### src/rtl/uart_tx_controller.sv
// uart_tx_controller: queues CPU bytes in a circular FIFO and hands them one at a time
// to a UART transmitter, tracking its busy handshake with an acknowledge timeout.
module uart_tx_controller #(
   parameter int DATA_WIDTH = 8,
   parameter int FIFO_DEPTH = 8,
   parameter int ACK_TIMEOUT = 4
) (
   input  logic                          clk,
   input  logic                          reset,
   input  logic                          wr_en,
   input  logic [DATA_WIDTH-1:0]         wr_data,
   input  logic                          flush,
   input  logic                          tx_enable,
   input  logic                          overflow_clr,
   input  logic                          tx_busy,
   output logic                          tx_start,
   output logic [DATA_WIDTH-1:0]         tx_data,
   output logic                          fifo_empty,
   output logic                          fifo_full,
   output logic [$clog2(FIFO_DEPTH):0]   fifo_count,
   output logic                          overflow,
   output logic                          idle
);
   localparam int PW = $clog2(FIFO_DEPTH);
   localparam int CW = PW + 1;
   localparam int TW = $clog2(ACK_TIMEOUT + 1);
   localparam logic [CW-1:0] FULL_COUNT = CW'(FIFO_DEPTH);
   typedef enum logic [1:0] {S_IDLE, S_START, S_WAIT_ACK, S_WAIT_DONE} state_t;
   state_t state;
   logic [DATA_WIDTH-1:0] mem [FIFO_DEPTH];
   logic [PW-1:0] wr_ptr, rd_ptr;
   logic [TW-1:0] timer;
   logic pop, push, drop;
   assign fifo_full = fifo_count == FULL_COUNT;
   assign fifo_empty = fifo_count == '0;
   assign idle = state == S_IDLE && fifo_empty;
   // the head leaves the queue on the edge that ends the start strobe; flush overrides it
   assign pop = state == S_START && !flush;
   assign push = wr_en && !flush && (!fifo_full || pop);
   assign drop = wr_en && !flush && fifo_full && !pop;
   always_ff @(posedge clk)
      if (push) mem[wr_ptr] <= wr_data;
   always_ff @(posedge clk or posedge reset)
      if (reset) begin
         wr_ptr <= '0;
         rd_ptr <= '0;
         fifo_count <= '0;
         overflow <= 1'b0;
      end else begin
         if (flush) begin
            wr_ptr <= '0;
            rd_ptr <= '0;
            fifo_count <= '0;
         end else begin
            if (push) wr_ptr <= wr_ptr + PW'(1);
            if (pop) rd_ptr <= rd_ptr + PW'(1);
            fifo_count <= fifo_count + CW'(push) - CW'(pop);
         end
         overflow <= drop || (overflow && !overflow_clr);
      end
   always_ff @(posedge clk or posedge reset)
      if (reset) begin
         state <= S_IDLE;
         tx_start <= 1'b0;
         tx_data <= '0;
         timer <= '0;
      end else
         case (state)
            S_IDLE:
               if (tx_enable && !fifo_empty && !tx_busy && !flush) begin
                  state <= S_START;
                  tx_start <= 1'b1;
                  tx_data <= mem[rd_ptr];
               end
            S_START: begin
               state <= S_WAIT_ACK;
               tx_start <= 1'b0;
               timer <= '0;
            end
            S_WAIT_ACK:
               if (tx_busy) state <= S_WAIT_DONE;
               else if (timer == TW'(ACK_TIMEOUT - 1)) state <= S_IDLE;
               else timer <= timer + TW'(1);
            S_WAIT_DONE:
               if (!tx_busy) state <= S_IDLE;
            default: state <= S_IDLE;
         endcase
endmodule

### config.mk
export PLATFORM = sky130hd
export DESIGN_NAME = uart_tx_controller
export DESIGN_NICKNAME = d
export VERILOG_FILES = /design/src/rtl/uart_tx_controller.sv
export SDC_FILE = /design/constraint.sdc
export NUM_CORES = 1
export LEC_CHECK = 0
export BUFFER_PORTS_ARGS = -buffer_cell sky130_fd_sc_hd__buf_2
export CAP_MARGIN = 20
export CORE_MARGIN = 4
export CORE_UTILIZATION = 50
export DETAILED_ROUTE_END_ITERATION = 6
export PLACE_DENSITY = 0.69
export SETUP_SLACK_MARGIN = 0.15
export SLEW_MARGIN = 20
export SYNTH_ARGS = -nofsm -noshare
export SYNTH_HDL_FRONTEND = slang
export SYNTH_SLANG_ARGS = --single-unit
### constraint.sdc
create_clock -name clk -period 5.2 [get_ports clk]
set_input_delay 1.04 -clock clk [delete_from_list [all_inputs] [get_ports clk]]
set_output_delay 1.04 -clock clk [all_outputs]
set_load 0.1 [all_outputs]
==> results.md <==
* Post-synth EDFFs at 64
* CP Depth at 5
* Cell taking the most area after synthesis: edfxtp_1
* Maximum VDD drop at 299 µV
* Die area at 0.00897 mm²
* Critical Path AT at 1.97 ns
* Min-delay worst type: register to register
* Slowest cell on the critical path: or3b_2
* Ys flop type: edfxtp_1
* Slew @ Worst Pin at 0.982 ns
* Global placer's final weighted congestion at 0.772
* Mapped cell area at 0.00376 mm²
* Die width at 94.7 µm
* CP Max Fanout at 4
* Detail Placement HPWL at 4170 µm
* Critical path class: register to primary output
* Initial antenna violation count at 0
* Post-layout worst setup margin at 2.19 ns
* Final ANT Viol Nets at 0
* Synth top area share at 51.1%
* Bufs and invs on worst path at 3
* Hold path cells at 2
* Crit path cell chain: inv_1 -> ha_1 -> or3b_2 -> inv_1 -> buf_2
* Most common cell in the netlist: edfxtp_1
* Fillers at 600
* Clock Latency Late Sink at 0.35 ns
* Status: completed
* CTS tree: yes
* Final Max Slew Viols at 0
* Area occupied by registers at 0.00255 mm²
* FP Rows at 31
* Final period utilization at 58.0%
* Fin nets at 275
* Syn avg cell area at 17.4 µm²
* Vias per cell at 5.36
* Initial core utilization at 51.6%
* # DRC at 0
* Multi-input logic area at 0.00113 mm²
* Mapped Cells at 216
* Vias in the first global route at 2014
* Longest Clk Path Bufs at 2
* Wire per inst at 18.2 µm
* Ys async rst share at 28.1%
* FF+latch count, synth at 89
* Via Count at 1897
* Number of port buffers at 31
* CTS Buf Count at 9
* Chip height at 94.7 µm
* Pleak at 1.61 nW
* Setup slack, reg-to-reg at 2.39 ns
* Worst path required time at 4.16 ns
* PostCTS Resize Cnt at 0
* Share of the yosys chip area belonging to registers at 67.7%
* Syn. warnings at 0
* Area growth syn-to-layout at 11.8%
* Slew Limit Headroom at 34.3%
* Clock Tree Root: clkbuf_8
* First-pass GRT wire length at 10300 µm
* Crit path time final at 3.01 ns
* Worst Setup End Kind: primary output
* PwrDens at 511 mW/mm²
* Final wirelength at 6450 µm
* Core area at 0.00729 mm²
* Critical Path Source Type: register
* Post-CTS setup buffer count at 0
* Post-CTS Hold Fix Bufs at 0
* CP delay by family, top: buffers and inverters
* Top cells by area, synth: edfxtp_1 (51%), dfrtp_1 (17%), mux4_1 (10%)
* Hold Fails Final Rpt at 0
* Antenna Cells at 0
* Drt first pass iters at 4
* CP most frequent cell: inv_1
* Final Setup Violations at 0
* Post-synth top cells: edfxtp_1 (64), dfrtp_1 (25), nor2_1 (18)
* Clk slew on worst S/H paths at 0.09 ns
* Top Ports at 32
* Yosys cell types at 33
* Number of max-cap violations at 0
* Pre-CTS WS at 2.06 ns
* Clock sink count at 89
* RSZ-0062 raised after global routing: no
* Highest Clock Rate at 332 MHz
* Total chip power at 2.15 mW
* 1st-iter DRT viols at 159
* H-tree levels at 3
* Post-layout util at 57.7%
* Total Neg Setup Slack at 0 ns
* CP peak stage delay at 0.51 ns
* Clock skew at 0.0110 ns
* Overall Global Routing Usage at 15.9%
* GRT overflow at 0
* Layout cells sized above 1 at 27.8%
* Post-synthesis net count at 241
* Largest net degree at the start of global routing at 26
* Worst reg2reg path depth at 4
-- where the power goes --
group	internal, mW	switching, mW
sequential	0.836	0.0773
clock	0.271	0.240
combinational	0.198	0.525
-- kinds of logic after synthesis --
| family | after synthesis | synth area share (%) |
|---|---|---|
| flops | 89 | 67.7 |
| compound gates | 14 | 2.59 |
| xor+xnor | 6 | 1.40 |
| simple gates | 47 | 5.85 |
| fa+ha+maj | 10 | 3.53 |
| mux | 34 | 16.4 |
| buf+inv | 16 | 2.46 |
-- metrics by stage --
step / cells / hold slack, ns / cell area, µm²
after floorplan: 216 / 0.497 / 3760
after global placement: 338 / 0.457 / 3980
after detailed placement: 338 / 0.468 / 3980
after CTS: 354 / 0.489 / 4200
after global routing: 354 / 0.498 / 4210
final: 354 / 0.483 / 4210
-- layer usage --
metal / GRT usage [%] / wire length, µm / vias to the layer above
met2: 26.0 / 3160 / 46
met3: 3.19 / 291 / 15
met4: 8.17 / 182 / 0
met5: 0 / 0 / -
met1: 20.3 / 2820 / 942
li1: - / - / 894
-- cells in the final DEF (no fill, tap or decap), types with 2 or more instances in the layout --
cell type	count
edfxtp_1	64
buf_2	31
dfrtp_1	25
nor2_1	18
mux2_2	17
mux4_1	15
nand2_1	12
ha_1	9
clkbuf_8	9
inv_1	7
a22o_1	4
nor2b_1	3
xnor2_1	3
nand2b_1	3
a21oi_1	3
xor2_1	3
nor4_1	2
or3b_2	2
a21o_1	2
o21ai_0	2
or3_1	2
nor3_2	2
bufinv_16	2
clkinv_2	2
clkinvlp_4	2
-- worst paths after layout --
kind                                from    endpoint
hold / removal                  tx_start    tx_start
hold reg to reg                 tx_start    tx_start
max in group asynchronous          reset   rd_ptr[0]
setup reg to reg                state[0]   mem[5][7]
min in group asynchronous          reset  tx_data[1]
setup / recovery           fifo_count[2]   fifo_full
-- sequential cells by signal, summed over array words and instances (netlist names) --
register,cells
state,2
tx_start,1
fifo_count,4
overflow,1
mem,64
tx_data,8
rd_ptr,3
wr_ptr,3
timer,3
-- worst reg2reg max path, cell delays in order, from the launching register on --
cell and delay, ns:
dfrtp_1 0.53, nor2b_1 0.42, o21ai_2 0.17, or3b_2 0.53
nor2_1 0.78
-- layout make-up --
cell class / count / area share, %
well taps: 99 / 2.95
clock buffers: 9 / 2.95
multi-input cells: 111 / 26.9
inverters: 8 / 0.714
repair buffers: 31 / 3.69
flip-flops and latches: 89 / 60.6
clock inverters: 7 / 2.23
Power figures use the tool's default switching activity.
